[config.mk]
export PLATFORM = sky130hd
export DESIGN_NAME = control_unit
export DESIGN_NICKNAME = d
export VERILOG_FILES = /design/src/rtl/cpu_defs_pkg.sv /design/src/rtl/reg_field_decoder.sv /design/src/rtl/control_unit.sv
export SDC_FILE = /design/constraint.sdc
export NUM_CORES = 1
export LEC_CHECK = 0
export ABC_CLOCK_PERIOD_IN_PS = 2950
export CORE_UTILIZATION = 28
export CTS_CLUSTER_DIAMETER = 80
export DETAILED_ROUTE_END_ITERATION = 10
export HOLD_SLACK_MARGIN = 0.06
export PLACE_DENSITY = 0.88
export SETUP_SLACK_MARGIN = 0.1
export SLEW_MARGIN = 20
export SYNTH_ARGS = -nofsm -noshare
export SYNTH_HDL_FRONTEND = slang
export SYNTH_HIERARCHICAL = 1
export SYNTH_SLANG_ARGS = --single-unit
export TNS_END_PERCENT = 100
[constraint.sdc]
create_clock -name clock -period 2.95 [get_ports clock]
set_input_delay 0.59 -clock clock [delete_from_list [all_inputs] [get_ports clock]]
set_output_delay 0.59 -clock clock [all_outputs]
set_load 0.03 [all_outputs]
[src/rtl/cpu_defs_pkg.sv]
// cpu_defs: shared definitions for the hardwired control sequencer.
//   - opcode constants (OP_ADD ... OP_HALT)
//   - 4-bit state encoding and the state enum built on it
//   - IR field bit positions (opcode, Ra, Rb, Rc)
//   - opcode class helpers used by the sequencer's decode
package cpu_defs;

  localparam int OPW   = 5;   // opcode field width
  localparam int RSELW = 4;   // register select field width
  localparam int NREG  = 16;  // general purpose registers R0..R15

  // IR field positions
  localparam int OP_MSB = 31;
  localparam int OP_LSB = 27;
  localparam int RA_MSB = 26;
  localparam int RA_LSB = 23;
  localparam int RB_MSB = 22;
  localparam int RB_LSB = 19;
  localparam int RC_MSB = 18;
  localparam int RC_LSB = 15;

  // Opcodes
  localparam logic [OPW-1:0] OP_ADD  = 5'b00011;
  localparam logic [OPW-1:0] OP_SUB  = 5'b00100;
  localparam logic [OPW-1:0] OP_AND  = 5'b00101;
  localparam logic [OPW-1:0] OP_OR   = 5'b00110;
  localparam logic [OPW-1:0] OP_SHR  = 5'b00111;
  localparam logic [OPW-1:0] OP_SHL  = 5'b01000;
  localparam logic [OPW-1:0] OP_ROR  = 5'b01001;
  localparam logic [OPW-1:0] OP_ROL  = 5'b01010;
  localparam logic [OPW-1:0] OP_MUL  = 5'b01111;
  localparam logic [OPW-1:0] OP_DIV  = 5'b10000;
  localparam logic [OPW-1:0] OP_NOP  = 5'b11010;
  localparam logic [OPW-1:0] OP_HALT = 5'b11011;

  // State encoding
  localparam logic [3:0] ST_IDLE   = 4'd0;
  localparam logic [3:0] ST_FETCH0 = 4'd1;
  localparam logic [3:0] ST_FETCH1 = 4'd2;
  localparam logic [3:0] ST_FETCH2 = 4'd3;
  localparam logic [3:0] ST_EXEC3  = 4'd4;
  localparam logic [3:0] ST_EXEC4  = 4'd5;
  localparam logic [3:0] ST_EXEC5  = 4'd6;
  localparam logic [3:0] ST_EXEC6  = 4'd7;
  localparam logic [3:0] ST_HALT   = 4'd8;

  typedef enum logic [3:0] {
    S_IDLE   = ST_IDLE,
    S_FETCH0 = ST_FETCH0,
    S_FETCH1 = ST_FETCH1,
    S_FETCH2 = ST_FETCH2,
    S_EXEC3  = ST_EXEC3,
    S_EXEC4  = ST_EXEC4,
    S_EXEC5  = ST_EXEC5,
    S_EXEC6  = ST_EXEC6,
    S_HALT   = ST_HALT
  } state_t;

  // Three-step ALU instructions (result in Z low).
  function automatic logic is_alu(input logic [OPW-1:0] op);
    return op inside {OP_ADD, OP_SUB, OP_AND, OP_OR,
                      OP_SHR, OP_SHL, OP_ROR, OP_ROL};
  endfunction

  // Four-step multiply/divide instructions (result split into LO/HI).
  function automatic logic is_md(input logic [OPW-1:0] op);
    return op inside {OP_MUL, OP_DIV};
  endfunction

endpackage

[src/rtl/reg_field_decoder.sv]
// reg_field_decoder: SELW-to-2**SELW one-hot decoder with enable.
//   sel    in   SELW      register number
//   en     in   1         when low, onehot is all zeros
//   onehot out  2**SELW   bit n set when en and sel == n
module reg_field_decoder
  import cpu_defs::*;
#(
  parameter int SELW = RSELW
) (
  input  logic [SELW-1:0]      sel,
  input  logic                 en,
  output logic [(1<<SELW)-1:0] onehot
);

  genvar gi;
  generate
    for (gi = 0; gi < (1 << SELW); gi++) begin : g_bit
      assign onehot[gi] = en && (sel == SELW'(gi));
    end
  endgenerate

endmodule

[src/rtl/control_unit.sv]
// control_unit: hardwired Moore sequencer driving the DataPath strobes.
// Steps FETCH0..FETCH2 then EXEC3..EXEC6 per instruction, decoding the
// instruction from the DataPath IR.
//   clock        in   rising-edge system clock
//   clear        in   asynchronous active-low reset (state -> IDLE)
//   ir           in   32-bit DataPath IR contents
//   stop         in   halt request, sampled in IDLE and an instruction's last state
//   PCout..IRin  out  fetch strobes
//   Yin..LOin    out  ALU / result strobes
//   Rin, Rout    out  one-hot GPR load / drive enables (bit n = Rn)
//   opcode       out  ALU operation, valid only in EXEC4 (else 0)
//   run          out  low only in HALT
//   instr_done   out  high in the last state of each instruction
module control_unit
  import cpu_defs::*;
(
  input  logic             clock,
  input  logic             clear,
  input  logic [31:0]      ir,
  input  logic             stop,
  output logic             PCout,
  output logic             MARin,
  output logic             IncPC,
  output logic             PCin,
  output logic             Read,
  output logic             MDRin,
  output logic             MDRout,
  output logic             IRin,
  output logic             Yin,
  output logic             Zin,
  output logic             Zlowout,
  output logic             Zhighout,
  output logic             HIin,
  output logic             LOin,
  output logic [NREG-1:0]  Rin,
  output logic [NREG-1:0]  Rout,
  output logic [OPW-1:0]   opcode,
  output logic             run,
  output logic             instr_done
);

  state_t state_reg;

  logic [OPW-1:0]   ir_op;
  logic [RSELW-1:0] ra, rb, rc;
  logic             op_alu, op_md, op_halt;
  logic             unused_ir;

  assign ir_op   = ir[OP_MSB:OP_LSB];
  assign ra      = ir[RA_MSB:RA_LSB];
  assign rb      = ir[RB_MSB:RB_LSB];
  assign rc      = ir[RC_MSB:RC_LSB];
  assign op_alu  = is_alu(ir_op);
  assign op_md   = is_md(ir_op);
  assign op_halt = (ir_op == OP_HALT);
  assign unused_ir = ^ir[RC_LSB-1:0];

  // Where to go after an instruction's last state (and from IDLE).
  state_t after_instr;
  assign after_instr = stop ? S_HALT : S_FETCH0;

  always_ff @(posedge clock or negedge clear) begin
    if (!clear) begin
      state_reg <= S_IDLE;
    end else begin
      case (state_reg)
        S_IDLE:   state_reg <= after_instr;
        S_FETCH0: state_reg <= S_FETCH1;
        S_FETCH1: state_reg <= S_FETCH2;
        S_FETCH2: state_reg <= S_EXEC3;
        S_EXEC3: begin
          if (op_alu || op_md) state_reg <= S_EXEC4;
          else if (op_halt)    state_reg <= S_HALT;
          else                 state_reg <= after_instr;  // nop and unknown
        end
        S_EXEC4:  state_reg <= S_EXEC5;
        S_EXEC5:  state_reg <= op_md ? S_EXEC6 : after_instr;
        S_EXEC6:  state_reg <= after_instr;
        S_HALT:   state_reg <= S_HALT;                   // only clear leaves
        default:  state_reg <= S_IDLE;
      endcase
    end
  end

  // Register field selection: Rb is driven first (into Y), then Rc; the
  // result is written back to Ra only for the ALU class (MD goes to LO/HI).
  logic             rout_en, rin_en;
  logic [RSELW-1:0] rout_sel;

  assign rout_en  = (state_reg == S_EXEC3 || state_reg == S_EXEC4) && (op_alu || op_md);
  assign rout_sel = (state_reg == S_EXEC3) ? rb : rc;
  assign rin_en   = (state_reg == S_EXEC5) && op_alu;

  reg_field_decoder #(.SELW(RSELW)) u_rout_dec (
    .sel    (rout_sel),
    .en     (rout_en),
    .onehot (Rout)
  );

  reg_field_decoder #(.SELW(RSELW)) u_rin_dec (
    .sel    (ra),
    .en     (rin_en),
    .onehot (Rin)
  );

  // Outputs depend only on state and the decoded IR, so reset clears them
  // immediately along with the state.
  always_comb begin
    PCout      = 1'b0;
    MARin      = 1'b0;
    IncPC      = 1'b0;
    PCin       = 1'b0;
    Read       = 1'b0;
    MDRin      = 1'b0;
    MDRout     = 1'b0;
    IRin       = 1'b0;
    Yin        = 1'b0;
    Zin        = 1'b0;
    Zlowout    = 1'b0;
    Zhighout   = 1'b0;
    HIin       = 1'b0;
    LOin       = 1'b0;
    opcode     = '0;
    instr_done = 1'b0;
    run        = (state_reg != S_HALT);
    case (state_reg)
      S_FETCH0: begin
        PCout = 1'b1;
        MARin = 1'b1;
        IncPC = 1'b1;
        Zin   = 1'b1;
      end
      S_FETCH1: begin
        Zlowout = 1'b1;
        PCin    = 1'b1;
        Read    = 1'b1;
        MDRin   = 1'b1;
      end
      S_FETCH2: begin
        MDRout = 1'b1;
        IRin   = 1'b1;
      end
      S_EXEC3: begin
        if (op_alu || op_md) Yin = 1'b1;
        else                 instr_done = 1'b1;  // nop, unknown and halt end here
      end
      S_EXEC4: begin
        if (op_alu || op_md) begin
          Zin    = 1'b1;
          opcode = ir_op;
        end
      end
      S_EXEC5: begin
        if (op_alu) begin
          Zlowout    = 1'b1;
          instr_done = 1'b1;
        end else if (op_md) begin
          Zlowout = 1'b1;
          LOin    = 1'b1;
        end
      end
      S_EXEC6: begin
        if (op_md) begin
          Zhighout   = 1'b1;
          HIin       = 1'b1;
          instr_done = 1'b1;
        end
      end
      default: begin
        instr_done = (ir_op == OP_NOP) && 1'b0;
      end
    endcase
  end

endmodule

==> results.sh <==
export IMPL_outcome="finished, final reports clean"
export IMPL_intPower_uw=233
export IMPL_synth_most_common_cell="nor2_1"
export IMPL_globalRouteMet3Util_pct=1.49
export IMPL_grt_max_degree=11
export IMPL_final_max_slew_viol_count=0
export IMPL_hp_class="input port to asynchronous set/reset pin"
export IMPL_synthCells=138
export IMPL_dieArea_mm2=0.00366
export IMPL_final_core_util_pct=55.5
export IMPL_combPwrFrac_pct=66.2
export IMPL_maxCapViolCount=0
export IMPL_cp_cell_sequence="buf_6 > or4b_4 > nor2_4 > nor2_4 > nor3_4 > or3b_4 > nor3_4 > buf_6"
export IMPL_required_ns=2.36
export IMPL_clock_sinks=4
export IMPL_die_y_um=60.5
export IMPL_path_clk_slew_ns=0.04
export IMPL_finalPower_uw=419
export IMPL_synth_seq_area_share_pct=10.4
export IMPL_wl_per_cell_um=11.5
export IMPL_cp_depth=8
export IMPL_nets=255
export IMPL_chipWidth_um=60.5
export IMPL_relSlewSlack_pct=75.1
export IMPL_switchingPower_uw=187
export IMPL_ys_seq_elements=4
export IMPL_yosys_area_top_type="nor2_1"
export IMPL_grt_usage_pct=16.1
export IMPL_cp_slowest_cell="or4b_4"
export IMPL_clkPwrFrac_pct=16.6
export IMPL_place_ws_ns=-0.468
export IMPL_slowest_delay_ns=0.55
export IMPL_use_met1_pct=19.4
export IMPL_clkLatencyLatePin_ns=0.24
export IMPL_fmax_mhz=345
export IMPL_clockBufferDepth=2
export IMPL_p_sw_share_pct=44.5
export IMPL_reg2reg_to="state_reg[0]$_DFF_PN0_"
export IMPL_post_route_period_util_pct=98.3
export IMPL_ant_nets=0
export IMPL_viasPerCell=4.85
export IMPL_crit_family="simple AND/OR/NAND/NOR gates"
export IMPL_drt_iter0_drc=65
export IMPL_syn_mean_instance_area_um2=6.95
export IMPL_p_per_area_mw_per_mm2=240
export IMPL_yosysTopAreaCellShare_pct=11.7
export IMPL_cp_start_kind="input port"
export IMPL_r2r_cells=4
export IMPL_diodes=0
export IMPL_core_mm2=0.00315
export IMPL_crit_end="Rout[0]"
export IMPL_grt_setup_unrepaired="yes"
export IMPL_synthTopCellsByArea="nor2_1 (12%), dfrtp_1 (10%), nand2_1 (7.8%), clkbuf_8 (7.2%), nor3_1 (6.8%)"
export IMPL_grt_first_pass_wirelength_um=4640
export IMPL_vias=1271
export IMPL_tritoncts="built"
export IMPL_setup_violations=0
export IMPL_synth_edf_count=0
export IMPL_first_pass_iters=4
export IMPL_numCtsBuffers=3
export IMPL_leakage_nw=0.719
export IMPL_antenna_found_initial=0
export IMPL_cp_end_kind="output port"
export IMPL_crit_start="ir[28]"
export IMPL_yosysWarnings=6
export IMPL_largest_reg_flops=4
export IMPL_whs_ns=0.549
export IMPL_htree_levels=1
export IMPL_synth_commonest_cells="nor2_1 (30), nand2_1 (20), nor3_1 (13)"
export IMPL_ir_drop_mv=0.124
export IMPL_area_delta_synth_final_pct=82.6
export IMPL_final_setup_skew_ns=0.000869
export IMPL_synth_nets=173
export IMPL_met2_usage_pct=30.0
export IMPL_portBuffers=72
export IMPL_synth_cell_area_um2=958
export IMPL_row_count=20
export IMPL_drive_above_1_share_pct=44.5
export IMPL_cp_arrival_ns=2.31
export IMPL_hpwl_um=2430
export IMPL_synth_cell_type_count=37
export IMPL_hold_viol=0
export IMPL_critPathBufInv=2
export IMPL_sequentialPowerShare_pct=17.2
export IMPL_cts_hold_fix_buffers=0
export IMPL_top_usage_layer="met2"
export IMPL_setup_ws_ns=0.0489
export IMPL_root_buffer="clkbuf_4"
export IMPL_drc=0
export IMPL_grt_pass1_vias=1110
export IMPL_reg2reg_slack_ns=1.50
export IMPL_worstPathMaxFanout=4
export IMPL_crit_type="input port to output port"
export IMPL_initial_core_util_pct=30.4
export IMPL_worst_slew_pin_slew_ns=0.371
export IMPL_ys_flop_type="dfrtp_1"
export IMPL_async_reset_ff_share_pct=100
export IMPL_overflow=0
export IMPL_layout_min_cycle_time_ns=2.90
export IMPL_r2r_start="state_reg[1]$_DFF_PN0_"
export IMPL_drt_wl_total_um=3020
export IMPL_ios=88
export IMPL_gp_congestion=0.819
cells in the final DEF, fill, tap and decap left out, types with 2 or more instances in the layout:
cell,netlist,routed
nand2_1,20,20
clkdlybuf4s50_1,0,23
nand2b_1,7,7
a21oi_1,4,4
dfrtp_1,4,4
buf_6,1,7
buf_4,6,57
xnor2_1,2,2
nand3b_1,5,5
nor2_4,1,5
or3b_4,2,2
buf_2,0,2
nor3_1,13,7
nor3_2,2,5
nor4b_2,4,4
a211oi_1,2,2
o21ai_0,2,2
nand3_1,3,3
inv_1,4,4
nor3_4,0,3
or3_1,2,2
or2b_2,2,2
nor2_1,30,27
clkbuf_4,0,3
timing repair:
| action | CTS | global route |
|---|---|---|
| pin swaps | 9 | 7 |
| setup buffers | 1 | 0 |
| endpoints found under the setup margin | 44 | 18 |
| gates resized for setup | 25 | 5 |
| cloned | 0 | 0 |
logic make-up after synthesis:
family,count (synthesis),share of synthesized area (%)
XOR/XNOR,2,1.83
buffers and inverters,17,15.0
AO/OA/AOI/OAI,17,15.1
AND/OR/NAND/NOR,98,57.6
flip-flops,4,10.4
through the flow:
stage	cells	instance area, um^2	setup TNS [ns]
2_1_floorplan	138	1040	0
3_3_place_gp	258	1690	-4.11
3_5_place_dp	258	1690	-4.81
4_1_cts	262	1730	-0.0617
5_1_grt	262	1750	-0.00680
6_report	262	1750	0
metal layers:
metal  routed length [um]  share of wire (%)
met5                    0                  0
met4                   46                1.5
met3                  239                7.9
met2                 1490                 49
met1                 1240                 41
final cells by class:
| cell class | count | area (um^2) |
|---|---|---|
| Clock buffer | 3 | 22.5 |
| Fill cell | 302 | 1400 |
| Inverter | 4 | 15.0 |
| Multi-Input combinational cell | 117 | 806 |
| Sequential cell | 4 | 100 |
| Tap cell | 44 | 55.1 |
| Timing Repair Buffer | 90 | 752 |
how the worst min path moves through the flow:
stage                                  end  slack, ns              startpoint
floorplan           state_reg[0]$_DFF_PN0_       0.29                   clear
global placement    state_reg[1]$_DFF_PN0_       0.59  state_reg[3]$_DFF_PN0_
detailed placement  state_reg[1]$_DFF_PN0_       0.62  state_reg[3]$_DFF_PN0_
CTS                 state_reg[1]$_DFF_PN0_       0.55                   clear
global route        state_reg[3]$_DFF_PN0_       0.56                   clear
finish              state_reg[3]$_DFF_PN0_       0.55                   clear
power groups by stage:
stage	logic (mW)	registers, mW	clock network, mW
after floorplan	0.186	0.0728	0
after global routing	0.299	0.0737	0.0737
final	0.278	0.0721	0.0696
after CTS	0.273	0.0721	0.0708
after global placement	0.267	0.0725	0
after detailed placement	0.274	0.0728	0
No activity file was read; power rests on OpenSTA's default activity.
==> patch 1, RTL diff (same flow settings) <==
Put a register stage on the output `Read`, with the module's reset. The value now appears one clock later. The other outputs are not delayed to match.
--- a/src/rtl/control_unit.sv
+++ b/src/rtl/control_unit.sv
@@ -38,6 +38,8 @@
   output logic             run,
   output logic             instr_done
 );
+
+  logic Read_d;
 
   state_t state_reg;
 
@@ -110,7 +112,7 @@
     MARin      = 1'b0;
     IncPC      = 1'b0;
     PCin       = 1'b0;
-    Read       = 1'b0;
+    Read_d     = 1'b0;
     MDRin      = 1'b0;
     MDRout     = 1'b0;
     IRin       = 1'b0;
@@ -133,7 +135,7 @@
       S_FETCH1: begin
         Zlowout = 1'b1;
         PCin    = 1'b1;
-        Read    = 1'b1;
+        Read_d  = 1'b1;
         MDRin   = 1'b1;
       end
       S_FETCH2: begin
@@ -172,5 +174,13 @@
     endcase
   end
 
+  always_ff @(posedge clock or negedge clear) begin
+    if (!clear) begin
+      Read <= '0;
+    end else begin
+      Read <= Read_d;
+    end
+  end
+
 endmodule
 
Check against the original RTL: not equivalent (Yosys sat finds a counterexample within 4 cycles, from zero or initial values).
==> patch 1 against the unedited design <==
The flow now finishes with violations (design-rule violations); routed wire length down 0.63%; maximum frequency down 0.85%; setup slack worse by 0.025 ns; final area down 2.9%; largest power group unchanged; first-iteration DRC count down 20%; synthesized area down 9.3%; total power up 71%; register-to-register slack worse by 0.10 ns; highest routed layer unchanged; sequential cell count up 1.
==> patch 1: results (changes against the unedited design) <==
result of the run=finished, violations left (was completed); failing checks=design-rule violations; Max stage delay cell, worst path=sky130_fd_sc_hd__or3b_4 (was sky130_fd_sc_hd__or4b_4); initial antenna violation count=0 (unchanged); final count of hold timing violations=0 (unchanged); HPWL after detailed placement=2429 um (about the same); number of flip-flops in the largest register=4 (unchanged); share of cells above drive strength 1=41.94% (was 44.50%); level count of the clock H-tree=1 (unchanged); placed cell area=1623 um2 (was 1693 um2); post-CTS setup buffers=1 (unchanged); Synth async-reset ratio=100.0% (unchanged); Max Root-Sink Buffers=2 (unchanged); Post-route DRC=6 (was 0); cts repair resizes=21 (was 25); maximum number of pins on one net before global-route repair=12 (was 11); # port buffers=72 (unchanged); Pre-Repair DR Iteration Count=8 (was 4); number of global-route vias before repair=1087 (was 1110); relative slew slack=75.11% (was 75.09%); worst-case clock skew=0.003580 ns (was 0.0008694 ns); top cells by count, synth=sky130_fd_sc_hd__nor2_1, sky130_fd_sc_hd__nand2_1, sky130_fd_sc_hd__nor3_1, sky130_fd_sc_hd__nand2b_1 (was sky130_fd_sc_hd__nor2_1, sky130_fd_sc_hd__nand2_1, sky130_fd_sc_hd__nor3_1, sky130_fd_sc_hd__nand2b_1, sky130_fd_sc_hd__buf_4); number of distinct library cell variants in the gate-level netlist after synthesis=39 (was 37); Routability Congestion=0.8266 (was 0.8188); Area contributors post-synth=sky130_fd_sc_hd__dfrtp_1, sky130_fd_sc_hd__nor2_1, sky130_fd_sc_hd__nor3_1 (was sky130_fd_sc_hd__nor2_1, sky130_fd_sc_hd__dfrtp_1, sky130_fd_sc_hd__nand2_1); Net Count, Synth=169 (was 173); Nets=253 (was 255); Max stage delay on crit path=0.47 ns (was 0.55 ns); clock-pin slew on the worst setup and hold paths=0.04 ns (about the same); wire length of the first global-routing pass=4747 um (was 4636 um); number of buffers created by CTS=3 (unchanged); critical path data arrival time=2.34 ns (was 2.31 ns); Worst VDD drop=0.0001990 V (was 0.0001237 V); static leakage=0.8017 nW (was 0.7189 nW); Clk Latency, worst-skew pair=0.24 ns (about the same); part of the Yosys area used for sequential elements=14.39% (was 10.44%); GRT Total Usage=17.54% (was 16.07%); Root Driver=sky130_fd_sc_hd__clkbuf_4 (unchanged); via count normalized by instance count=4.968 (was 4.851); Ys Warns=6 (unchanged); First DRT Iteration DRCs=52 (was 65); Routed Wire Length=2996 um (was 3015 um)
patch 1: power breakdown:
| part | internal [mW] | total, mW | switching [mW] |
|---|---|---|---|
| registers | 0.0946 | 0.125 | 0.0307 |
| logic | 0.212 | 0.514 | 0.302 |
| clock network | 0.0510 | 0.0775 | 0.0265 |
patch 1: area by class of cell:
type | count | area [um2]
Clock buffer | 4 | 26.28
Sequential cell | 5 | 125.1
Multi-Input combinational cell | 117 | 744.5
Tap cell | 31 | 38.79
Fill cell | 271 | 1154
Inverter | 1 | 3.754
Timing Repair Buffer | 90 | 760.7
patch 1: logic make-up after synthesis:
family	Yosys count	share of synthesized area, %
AOI/OAI and AO/OA	19	17.27
DFF	5	14.39
and+or+nand+nor	97	58.56
buffers and inverters	12	8.633
muxes	1	1.151
patch 1: path summary, 6_finish.rpt:
| check | depth (start not counted) | startpoint | end | slack, ns |
|---|---|---|---|---|
| setup / recovery | 8 | ir[28] | Rout[0] | 0.02 |
| hold / removal | 1 | clear | Read | 0.57 |
| setup reg to reg | 4 | state_reg[1] | state_reg[3] | 1.40 |
| hold reg to reg | 2 | state_reg[2] | Read | 0.63 |
| max in group asynchronous | 1 | clear | state_reg[0] | 2.20 |
| min in group clock | 2 | state_reg[2] | Read | 0.63 |
patch 1: layer usage:
layer	GRT usage, %	share of wire, %	up-vias
met5	0	0	-
met4	2.041	0.47	0
met3	3.348	6.6	2
met2	31.06	52	47
met1	22.85	41	549
li1	-	-	634
patch 1: stage by stage:
stage / instances / setup slack (ns) / TNS [ns]
after floorplan: 134 / -0.008580 / -0.008580
after global placement: 242 / -0.3214 / -2.202
after detailed placement: 242 / -0.3356 / -2.419
after CTS: 246 / -0.001029 / -0.001029
after global routing: 248 / -0.04834 / -0.04834
final: 248 / 0.02408 / 0
